==> config.mk <==
export PLATFORM = sky130hd
export DESIGN_NAME = psu_rail_monitor
export DESIGN_NICKNAME = d
export VERILOG_FILES = /design/src/rtl/psu_rail_monitor.sv
export SDC_FILE = /design/constraint.sdc
export NUM_CORES = 1
export LEC_CHECK = 0
export CAP_MARGIN = 20
export CORE_MARGIN = 1.5
export CORE_UTILIZATION = 52
export DETAILED_ROUTE_END_ITERATION = 12
export PLACE_DENSITY = 0.76
export REMOVE_ABC_BUFFERS = 1
export SLEW_MARGIN = 20
export SYNTH_ARGS = -nofsm -noshare
export SYNTH_HDL_FRONTEND = slang
export SYNTH_SLANG_ARGS = --single-unit
==> constraint.sdc <==
create_clock -name clk -period 1.9 [get_ports clk]
set_input_delay 0.475 -clock clk [delete_from_list [all_inputs] [get_ports clk]]
set_output_delay 0.475 -clock clk [all_outputs]
set_load 0.05 [all_outputs]
==> src/rtl/psu_rail_monitor.sv <==
// -----------------------------------------------------------------------------
// psu_rail_monitor
//
// Watches the power-good outputs of NUM_RAILS regulators against the enable
// requests coming from the PSU controller. It waits up to PG_TIMEOUT cycles for
// all requested rails to come good, then monitors them. A timeout or a lost
// rail latches a sticky fault together with the lowest offending rail index.
//
// Optional feature (macro PSU_PG_DEBOUNCE_EN):
//   defined   - each synchronized power-good bit must hold a new level for
//               DEBOUNCE consecutive cycles before it is accepted.
//   undefined - the synchronizer output is used directly.
//
// Ports:
//   clk         system clock, all state on posedge
//   rst         asynchronous, active-high reset
//   act_ctl     rail enable requests (synchronous to clk)
//   pg_in       raw power-good from the regulators (asynchronous)
//   fault_clr   single-cycle fault acknowledge
//   ready       all requested rails good, monitoring active
//   fault       sticky rail fault
//   fault_rail  index of the faulting rail, valid while fault=1
//
// state      | meaning
// -----------+------------------------------------------------------------
// ST_IDLE    | no rail requested
// ST_WAIT_PG | rails requested, waiting for power-good, timeout running
// ST_MONITOR | all requested rails good, watching for loss of power-good
// ST_FAULT   | sticky fault, left only by fault_clr with act_ctl == 0
// -----------------------------------------------------------------------------
module psu_rail_monitor #(
  parameter int NUM_RAILS  = 5,
  parameter int PG_TIMEOUT = 400,
  parameter int DEBOUNCE   = 4
) (
  input  logic                 clk,
  input  logic                 rst,
  input  logic [NUM_RAILS-1:0] act_ctl,
  input  logic [NUM_RAILS-1:0] pg_in,
  input  logic                 fault_clr,
  output logic                 ready,
  output logic                 fault,
  output logic [2:0]           fault_rail
);

  typedef enum logic [1:0] {
    ST_IDLE,
    ST_WAIT_PG,
    ST_MONITOR,
    ST_FAULT
  } state_t;

  logic [NUM_RAILS-1:0] sync1_q;
  logic [NUM_RAILS-1:0] sync2_q;
  logic [NUM_RAILS-1:0] pg_stable;

  always_ff @(posedge clk or posedge rst) begin
    if (rst) begin
      sync1_q <= '0;
      sync2_q <= '0;
    end else begin
      sync1_q <= pg_in;
      sync2_q <= sync1_q;
    end
  end

`ifdef PSU_PG_DEBOUNCE_EN
  // The counter only ever needs to reach DEBOUNCE-1: the DEBOUNCE-th differing
  // cycle updates pg_stable and clears the counter in the same edge.
  localparam int CNT_W = (DEBOUNCE > 1) ? $clog2(DEBOUNCE) : 1;

  logic [NUM_RAILS-1:0] pg_stable_q;
  logic [CNT_W-1:0]     db_cnt_q [NUM_RAILS];

  always_ff @(posedge clk or posedge rst) begin
    if (rst) begin
      pg_stable_q <= '0;
      for (int i = 0; i < NUM_RAILS; i++) begin
        db_cnt_q[i] <= '0;
      end
    end else begin
      for (int i = 0; i < NUM_RAILS; i++) begin
        if (sync2_q[i] == pg_stable_q[i]) begin
          db_cnt_q[i] <= '0;
        end else if (db_cnt_q[i] == CNT_W'(DEBOUNCE - 1)) begin
          pg_stable_q[i] <= sync2_q[i];
          db_cnt_q[i]    <= '0;
        end else begin
          db_cnt_q[i] <= db_cnt_q[i] + 1'b1;
        end
      end
    end
  end

  assign pg_stable = pg_stable_q;
`else
  assign pg_stable = sync2_q;
`endif

  state_t               state_q;
  logic [NUM_RAILS-1:0] en_mask_q;
  logic [15:0]          timer_q;
  logic                 ready_q;
  logic                 fault_q;
  logic [2:0]           fault_rail_q;

  logic [NUM_RAILS-1:0] missing;
  logic [NUM_RAILS-1:0] lost;
  logic [NUM_RAILS-1:0] added;
  logic                 act_none;
  logic                 timeout_hit;

  assign missing     = act_ctl & ~pg_stable;
  assign lost        = en_mask_q & missing;
  assign added       = act_ctl & ~en_mask_q;
  assign act_none    = (act_ctl == '0);
  assign timeout_hit = (timer_q == 16'(PG_TIMEOUT - 1));

  function automatic logic [2:0] lowest_idx(input logic [NUM_RAILS-1:0] v);
    lowest_idx = '0;
    for (int i = NUM_RAILS - 1; i >= 0; i--) begin
      if (v[i]) lowest_idx = 3'(i);
    end
  endfunction

  always_ff @(posedge clk or posedge rst) begin
    if (rst) begin
      state_q      <= ST_IDLE;
      en_mask_q    <= '0;
      timer_q      <= '0;
      ready_q      <= 1'b0;
      fault_q      <= 1'b0;
      fault_rail_q <= '0;
    end else begin
      case (state_q)
        ST_IDLE: begin
          if (!act_none) begin
            state_q   <= ST_WAIT_PG;
            en_mask_q <= act_ctl;
            timer_q   <= '0;
          end
        end

        ST_WAIT_PG: begin
          // act_ctl == 0 must be tested first: with no request the
          // all-good condition is trivially true.
          if (act_none) begin
            state_q   <= ST_IDLE;
            en_mask_q <= '0;
            timer_q   <= '0;
          end else if (missing == '0) begin
            state_q   <= ST_MONITOR;
            en_mask_q <= act_ctl;
            ready_q   <= 1'b1;
          end else if (timeout_hit) begin
            state_q      <= ST_FAULT;
            en_mask_q    <= act_ctl;
            fault_q      <= 1'b1;
            fault_rail_q <= lowest_idx(missing);
          end else begin
            // request changes track into the mask without restarting the timer
            en_mask_q <= act_ctl;
            timer_q   <= timer_q + 16'd1;
          end
        end

        ST_MONITOR: begin
          if (lost != '0) begin
            state_q      <= ST_FAULT;
            ready_q      <= 1'b0;
            fault_q      <= 1'b1;
            fault_rail_q <= lowest_idx(lost);
          end else if (added != '0) begin
            state_q   <= ST_WAIT_PG;
            en_mask_q <= act_ctl;
            timer_q   <= '0;
            ready_q   <= 1'b0;
          end else if (act_none) begin
            state_q   <= ST_IDLE;
            en_mask_q <= '0;
            ready_q   <= 1'b0;
          end else begin
            en_mask_q <= en_mask_q & act_ctl;
          end
        end

        ST_FAULT: begin
          if (fault_clr && act_none) begin
            state_q      <= ST_IDLE;
            en_mask_q    <= '0;
            timer_q      <= '0;
            fault_q      <= 1'b0;
            fault_rail_q <= '0;
          end
        end

        default: begin
          state_q      <= ST_IDLE;
          en_mask_q    <= '0;
          timer_q      <= '0;
          ready_q      <= 1'b0;
          fault_q      <= 1'b0;
          fault_rail_q <= '0;
        end
      endcase
    end
  end

  assign ready      = ready_q;
  assign fault      = fault_q;
  assign fault_rail = fault_rail_q;

endmodule
==> out/summary.txt, run 1 <==
======================================================================================
Period Utilization, post-route                                                    103%
Total track usage                                                                30.1%
Final Net Count                                                                    323
Share of the core filled with cells                                              78.4%
Crit path launch type                                                             flop
Critical Path Max Stage Delay                                                  0.41 ns
Synth unique cells                                                                  50
Register-to-Register Path Depth                                                      5
Leak                                                                           1.56 nW
TritonCTS sink count                                                                38
Port-buffer cells                                                                   17
Total congestion overflow                                                            0
Die width                                                                      67.4 µm
CTS tree                                                                          done
Clock slew at the register clock pins of the worst setup and hold paths        0.08 ns
Post-synth ARST share                                                             100%
Maximum number of pins on one net before global-route repair                        39
CTS root buf                                                              sky130_fd_sc_hd__clkbuf_8
First-pass DRT Iterations                                                            4
Post-synthesis cell count                                                          220
Global-route wire length before repair                                        10000 µm
Vertical extent of the die                                                     67.4 µm
Io pins                                                                             18
Maximum vdd drop                                                              0.711 mV
Initial standard-cell utilization of the core                                    54.0%
Number of enable-type register cells in the synthesized netlist                      0
Initial antenna violation count                                                      0
Iteration-0 DRC count of the detailed router                                       310
Post-placement worst setup slack                                             -0.682 ns
Power consumption                                                              3.67 mW
Number of global-route vias before repair                                         2110
Fill cell total of the finished layout                                             257
Hold-critical path depth                                                             0
Element type at the critical path end                                             flop
Register-to-register setup slack                                              -0.07 ns
HPWL Detailed                                                                  4170 µm
Failing checks                                                            negative setup slack
GPL Wtd Cong                                                                     0.897
Final number of hold-violating endpoints                                             0
Worst min-delay path endpoint                                             pg_stable[4]$_DFF_PP0_
Number of antenna repair diodes                                                      0
Remaining max-slew budget at the tightest pin                                    73.2%
H-Tree Level Count                                                                   2
Setup-violating endpoint count in the final report                                   3
Outcome                                                                   finished, violations left
DRC violations left                                                                  0
Source of the worst hold timing path                                      sync1_q[4]$_DFF_PP0_
Clock latency reported for the late side of the worst-skew pair                0.30 ns
Final Instance Area                                                        0.00314 mm²
Data arrival time of the critical path                                         2.15 ns
Critical path type                                                        flop to flop
Total Die Area                                                             0.00455 mm²
Slew at the pin closest to its max-slew limit                                 0.401 ns
CP Buf/Inv Count                                                                     1
Cell area after technology mapping                                         0.00216 mm²
Synth Flop Type                                                           sky130_fd_sc_hd__dfrtp_1
Critical-path top delay cell                                              sky130_fd_sc_hd__dfrtp_1
Hold WC Path Type                                                         flop to flop
Post-Syn Area per Cell                                                        9.81 µm²
Worst-path cell chain                                                     nor4_1 > nand4_1 > buf_4 > o31ai_4 > mux2_4
Number of CTS-inserted buffers                                                       5
Cell family with the largest share of critical-path delay                 simple AND/OR/NAND/NOR gates
Area overhead of the layout relative to synthesis                                45.3%
Warnings, synthesis                                                                  0
Post-synthesis sequential element count                                             38
Reg2Reg Launch Point                                                      timer_q[6]$_DFFE_PP0P_
Highest attainable clock frequency                                             509 MHz
Max-cap violations                                                                   0
Vias per cell                                                                     6.20
Routed Antenna Nets                                                                  0
Final min period                                                               1.97 ns
Required time of the critical path                                             2.08 ns
Maximum number of buffers from clock root to sink                                    2
Dpl cell area                                                              0.00282 mm²
DR vias                                                                           2232
Floorplan row count                                                                 23
Maximum net fanout on the critical path                                              3
Smallest setup slack after layout                                           -0.0662 ns
Worst flop-to-flop path endpoint                                          fault_rail[0]$_DFFE_PP0P_
Sequential fraction of the synthesis area                                        44.1%
Number of max-slew violations in the final report                                    0
Power density of the placed cells                                          1170 mW/mm²
Proportion of layout cells with a drive suffix above 1                           39.0%
Worst clock skew on the final layout                                        0.00763 ns
Area of the core                                                           0.00400 mm²
RSZ-0062 raised after global routing                                              true
Total detailed-routing wirelength                                              6500 µm
Wirelength per Cell                                                            18.0 µm
======================================================================================
-- layout make-up --
cell class | count | area (µm²) | area share, %
multi-input combinational | 164 | 1230 | 39.1
sequential | 38 | 951 | 30.3
timing repair buffer | 91 | 723 | 23.1
clock buffer | 5 | 68.8 | 2.19
clock inverter | 3 | 68.8 | 2.19
tap | 50 | 62.6 | 2.00
inverter | 9 | 33.8 | 1.08
-- what timing repair did --
item                                    4_1_cts  5_1_grt
gates cloned                                  1        1
endpoints found under the setup margin       28       22
buffers inserted                              4        4
pin swaps                                     8       11
hold buffers                                  0        0
gates resized for setup                      23       21
-- Yosys cell counts (2+ instances only) --
cell type | number | area share, %
sky130_fd_sc_hd__a41oi_1 | 2 | 0.81
sky130_fd_sc_hd__a21oi_1 | 6 | 1.4
sky130_fd_sc_hd__o22ai_1 | 2 | 0.58
sky130_fd_sc_hd__nor2b_1 | 8 | 2.3
sky130_fd_sc_hd__dfrtp_1 | 38 | 44
sky130_fd_sc_hd__o32a_1 | 2 | 0.93
sky130_fd_sc_hd__mux2_2 | 3 | 1.6
sky130_fd_sc_hd__clkbuf_1 | 4 | 0.70
sky130_fd_sc_hd__nor3_1 | 8 | 1.9
sky130_fd_sc_hd__nand3b_2 | 2 | 1.0
sky130_fd_sc_hd__nor2_1 | 8 | 1.4
sky130_fd_sc_hd__nand3_1 | 8 | 1.9
sky130_fd_sc_hd__buf_2 | 4 | 0.93
sky130_fd_sc_hd__o211ai_1 | 4 | 1.4
sky130_fd_sc_hd__and2_1 | 4 | 1.2
sky130_fd_sc_hd__o211a_1 | 7 | 3.2
sky130_fd_sc_hd__a211o_1 | 10 | 4.1
sky130_fd_sc_hd__and3_1 | 8 | 2.3
sky130_fd_sc_hd__nand2_1 | 17 | 3.0
sky130_fd_sc_hd__buf_6 | 2 | 1.0
sky130_fd_sc_hd__nand3b_1 | 4 | 1.4
sky130_fd_sc_hd__nand2b_1 | 3 | 0.87
sky130_fd_sc_hd__nor4_1 | 9 | 2.6
sky130_fd_sc_hd__a221o_1 | 5 | 2.3
sky130_fd_sc_hd__o21ai_0 | 11 | 2.6
sky130_fd_sc_hd__inv_1 | 9 | 1.6
sky130_fd_sc_hd__o32ai_1 | 2 | 0.81
sky130_fd_sc_hd__a21o_1 | 2 | 0.70
sky130_fd_sc_hd__nand4_1 | 6 | 1.7
sky130_fd_sc_hd__or3_1 | 2 | 0.58
-- per-stage QoR --
step	setup TNS, ns	instances	hold slack [ns]
6_report	-0.146	360	0.348
5_1_grt	-0.922	360	0.361
4_1_cts	-0.00449	355	0.356
3_5_place_dp	-15.31	342	0.337
3_3_place_gp	-14.51	342	0.332
2_1_floorplan	-0.315	210	0.331
-- logic make-up (layout without fill, tap and decap cells) --
kind of cell,Yosys count,count (layout),share of synthesized area [%]
AND/OR/NAND/NOR,94,94,25.3
AO/OA/AOI/OAI,64,65,23.8
flip-flops,38,38,44.1
buffers and inverters,19,108,4.23
multiplexers,4,4,2.03
adder cells (fa/ha/maj),1,1,0.580
-- where the power goes --
part,leakage [nW],internal [mW],total (mW),switching [mW]
logic,1.01,0.809,1.76,0.948
registers,0.481,0.958,1.08,0.121
clock network,0.0683,0.526,0.837,0.311
-- flip-flops by register name, summed over array words and instances (netlist names) --
name and count:
en_mask_q 5, fault 1, fault_rail 3, pg_stable 5
ready 1, state_q 2, sync1_q 5, timer_q 16
-- cells in the final DEF, fill, tap and decap left out, drive strengths merged, types with 2 or more instances in the layout --
cell / instances
o32ai: 2
clkbuf: 7
bufinv: 2
o21a: 4
a221o: 5
nor3: 8
nor2: 8
a21o: 2
and2: 4
nand2: 17
nand2b: 3
o31ai: 2
a41oi: 2
nand4: 6
o22ai: 2
nand3b: 6
clkdlybuf4s50: 7
nor2b: 8
or3: 2
inv: 9
o211a: 7
o32a: 2
nand3: 9
o21ai: 12
o211ai: 4
buf: 81
dfrtp: 38
nor4: 10
a21oi: 6
a211o: 10
and3: 8
mux2: 3
-- how the worst max path moves through the flow --
stage	depth (start not counted)	from	to	slack (ns)
final	5	timer_q[6]$_DFFE_PP0P_	fault_rail[0]$_DFFE_PP0P_	-0.07
after global routing	6	timer_q[6]$_DFFE_PP0P_	fault_rail[2]$_DFFE_PP0P_	-0.14
after CTS	6	act_ctl[2]	state_q[0]$_DFFE_PP0P_	-0.004
after detailed placement	7	act_ctl[1]	timer_q[11]$_DFFE_PP0P_	-0.68
after global placement	7	act_ctl[1]	timer_q[11]$_DFFE_PP0P_	-0.63
after floorplan	5	act_ctl[1]	timer_q[1]$_DFFE_PP0P_	-0.1
-- metal layers --
layer	vias up	wire length, µm	track usage, %	part of all wire (%)
li1	1026	-	-	-
met1	1075	2770	40.1	43
met2	110	3080	47.3	47
met3	21	463	7.33	7.1
met4	0	177	12.0	2.7
met5	-	0	0	0
No activity file was read; power rests on OpenSTA's default activity.
==> run 2: changes to the inputs <==
CTS_CLUSTER_SIZE = 40   (was not set)
==> results of run 2 <==
No change in the layout: final DEF, timing and power equal those of run 1.
==> run 3: changes to the inputs <==
SKIP_CTS_REPAIR_TIMING = 1   (was not set)
==> run 3 against run 2 <==
Effect of this change:
- the run still ends with negative setup slack left
- sequential share of layout area about the same
- clock skew is 0.00072 ns higher
- non-clock buffer count shrank 2
- via count up 1.5%
- global-route usage fell by 1.8 points
- total power barely moved
- design area is essentially flat
- hold slack worse by 0.0015 ns
- count of clock-buffer cells in the layout unchanged
- largest cell class unchanged
- largest power group unchanged
- highest routed layer unchanged
==> out/summary.txt, run 3 (synthesis results as in run 1) <==
======================================================================================
Outcome                                                                   finished, violations left   unchanged
Failing checks                                                            negative setup slack   unchanged
Clock latency reported for the late side of the worst-skew pair                0.30 ns   about the same
Number of global-route vias before repair                                         2070   was 2110
Fill cell total of the finished layout                                             255   was 257
Commonest cells after routing, fill and taps aside                        sky130_fd_sc_hd__buf_4, sky130_fd_sc_hd__dfrtp_1, sky130_fd_sc_hd__nand2_1   unchanged
Final number of hold-violating endpoints                                             0   unchanged
Max FFs per register                                                                16   unchanged
Area of the core                                                           0.00400 mm²   unchanged
Met3 routing resource usage after global routing                                 6.50%   was 7.33%
Maximum vdd drop                                                              0.705 mV   was 0.711 mV
Die width                                                                      67.4 µm   unchanged
Register-to-Register Path Depth                                                      5   unchanged
Area of combinational cells with multiple inputs                           0.00122 mm²   was 0.00123 mm²
Data arrival time of the critical path                                         2.18 ns   was 2.15 ns
Max-cap violations                                                                   0   unchanged
TritonCTS sink count                                                                38   unchanged
Combinational share of power                                                     47.8%   about the same
Vias per cell                                                                     6.33   was 6.20
GR met2 Demand/Resource                                                          43.8%   was 47.3%
Global-route wire length before repair                                         9610 µm   was 10000 µm
Post-placement worst setup slack                                             -0.682 ns   unchanged
First-pass DRT Iterations                                                            5   was 4
Total Die Area                                                             0.00455 mm²   unchanged
Proportion of layout cells with a drive suffix above 1                           37.3%   was 39.0%
Highest attainable clock frequency                                             501 MHz   was 509 MHz
Power density of the placed cells                                          1170 mW/mm²   about the same
DR vias                                                                           2266   was 2232
Clock slew at the register clock pins of the worst setup and hold paths        0.08 ns   about the same
Area overhead of the layout relative to synthesis                                45.2%   was 45.3%
Routed Antenna Nets                                                                  0   unchanged
Power consumption                                                              3.67 mW   about the same
Sequential share of power                                                        29.5%   was 29.4%
Slew at the pin closest to its max-slew limit                                 0.426 ns   was 0.401 ns
Register-to-register setup slack                                              -0.09 ns   was -0.07 ns
Initial standard-cell utilization of the core                                    54.0%   unchanged
Remaining max-slew budget at the tightest pin                                    71.6%   was 73.2%
Hold-critical path depth                                                             0   unchanged
Final Net Count                                                                    321   was 323
Total congestion overflow                                                            0   unchanged
GPL Wtd Cong                                                                     0.897   unchanged
Worst flop-to-flop path endpoint                                          fault_rail[0]$_DFFE_PP0P_   unchanged
Worst clock skew on the final layout                                        0.00836 ns   was 0.00763 ns
Worst min-delay path endpoint                                             pg_stable[4]$_DFF_PP0_   unchanged
Critical path type                                                        flop to flop   unchanged
CTS tree                                                                          done   unchanged
HPWL Detailed                                                                  4170 µm   unchanged
Source of the worst hold timing path                                      sync1_q[4]$_DFF_PP0_   unchanged
DRC violations left                                                                  0   unchanged
CTS root buf                                                              sky130_fd_sc_hd__clkbuf_8   unchanged
Maximum number of pins on one net before global-route repair                        39   unchanged
Reg2Reg Launch Point                                                      timer_q[4]$_DFFE_PP0P_   was timer_q[6]$_DFFE_PP0P_
RSZ-0062 raised after global routing                                              true   unchanged
Maximum net fanout on the critical path                                              3   unchanged
Most common cell after layout, fill and taps aside                        sky130_fd_sc_hd__buf_4   unchanged
Floorplan row count                                                                 23   unchanged
H-Tree Level Count                                                                   2   unchanged
Setup-violating endpoint count in the final report                                   7   was 3
Element type at the critical path end                                             flop   unchanged
Port-buffer cells                                                                   17   unchanged
Io pins                                                                             18   unchanged
Initial antenna violation count                                                      0   unchanged
Leak                                                                           1.58 nW   was 1.56 nW
Smallest setup slack after layout                                           -0.0942 ns   was -0.0662 ns
Sw power                                                                       1.39 mW   was 1.38 mW
Number of CTS-inserted buffers                                                       5   unchanged
Internal power component                                                       2.28 mW   was 2.29 mW
Iteration-0 DRC count of the detailed router                                       348   was 310
Area taken by flip-flops and latches                                           951 µm²   unchanged
Vertical extent of the die                                                     67.4 µm   unchanged
Total track usage                                                                28.4%   was 30.1%
Total detailed-routing wirelength                                              6820 µm   was 6500 µm
Share of total power consumed by net switching                                   37.8%   was 37.6%
Period Utilization, post-route                                                    105%   was 103%
Final min period                                                               1.99 ns   was 1.97 ns
Hold WC Path Type                                                         flop to flop   unchanged
Clock power frac                                                                 22.8%   about the same
Maximum number of buffers from clock root to sink                                    2   unchanged
Met1 usage                                                                       38.9%   was 40.1%
Biggest register                                                               timer_q   unchanged
Worst hold slack                                                              0.347 ns   was 0.348 ns
Number of max-slew violations in the final report                                    0   unchanged
Peak-usage layer in the global routing report                                     met2   unchanged
Number of antenna repair diodes                                                      0   unchanged
Crit path launch type                                                             flop   unchanged
Required time of the critical path                                             2.08 ns   about the same
Wirelength per Cell                                                            19.1 µm   was 18.0 µm
======================================================================================
## run 3: changes by cell type in the layout (fill, tap and decap cells not counted), sizes merged
cell / change
dlymetal6s2s: +4
dlygate4sd2: -1
buf: -3
clkbuf: -2
## run 3: cell type report
class	instances	area share, %
well taps	50	2.00
inverters	9	1.08
flip-flops and latches	38	30.3
clock buffers	5	2.20
multi-input cells	164	38.9
clock inverters	3	2.20
repair buffers	89	23.3
## run 3: power by group through the flow
stage / Clock, mW / Sequential, mW / Combinational [mW]
after floorplan: 0 / 1.23 / 0.646
after global placement: 0 / 1.07 / 1.48
after detailed placement: 0 / 1.09 / 1.51
after CTS: 0.845 / 1.07 / 1.52
after global routing: 0.881 / 1.10 / 1.86
final: 0.836 / 1.08 / 1.76
## run 3: worst max path at each step
stage / from / to / slack [ns] / cells past startpoint
floorplan: act_ctl[1] / timer_q[1]$_DFFE_PP0P_ / -0.1 / 5
global placement: act_ctl[1] / timer_q[11]$_DFFE_PP0P_ / -0.63 / 7
detailed placement: act_ctl[1] / timer_q[11]$_DFFE_PP0P_ / -0.68 / 7
CTS: act_ctl[1] / timer_q[11]$_DFFE_PP0P_ / -0.37 / 7
global route: timer_q[4]$_DFFE_PP0P_ / fault_rail[2]$_DFFE_PP0P_ / -0.13 / 6
finish: timer_q[4]$_DFFE_PP0P_ / fault_rail[0]$_DFFE_PP0P_ / -0.09 / 5
## run 3: through the flow
step	std cells	TNS (ns)	instance area (µm²)	util, %
2_1_floorplan	210	-0.315	2100	-
3_3_place_gp	342	-14.51	2820	70.5
3_5_place_dp	342	-15.31	2820	70.5
4_1_cts	350	-6.67	2960	74.0
5_1_grt	358	-0.750	3130	78.4
6_report	358	-0.305	3130	78.4
## run 3: layer usage
| metal | vias up | part of all wire [%] |
|---|---|---|
| met2 | 120 | 47 |
| met3 | 34 | 6.6 |
| met5 | - | 0 |
| met4 | 0 | 4.1 |
| li1 | 1020 | - |
| met1 | 1092 | 42 |
## run 3: worst max-delay path, cell delays in order (launching register included)
cell	delay (ns)
sky130_fd_sc_hd__dfrtp_1	0.43
sky130_fd_sc_hd__nor4_2	0.34
sky130_fd_sc_hd__nand4_1	0.27
sky130_fd_sc_hd__buf_4	0.23
sky130_fd_sc_hd__o31ai_4	0.27
sky130_fd_sc_hd__mux2_4	0.35
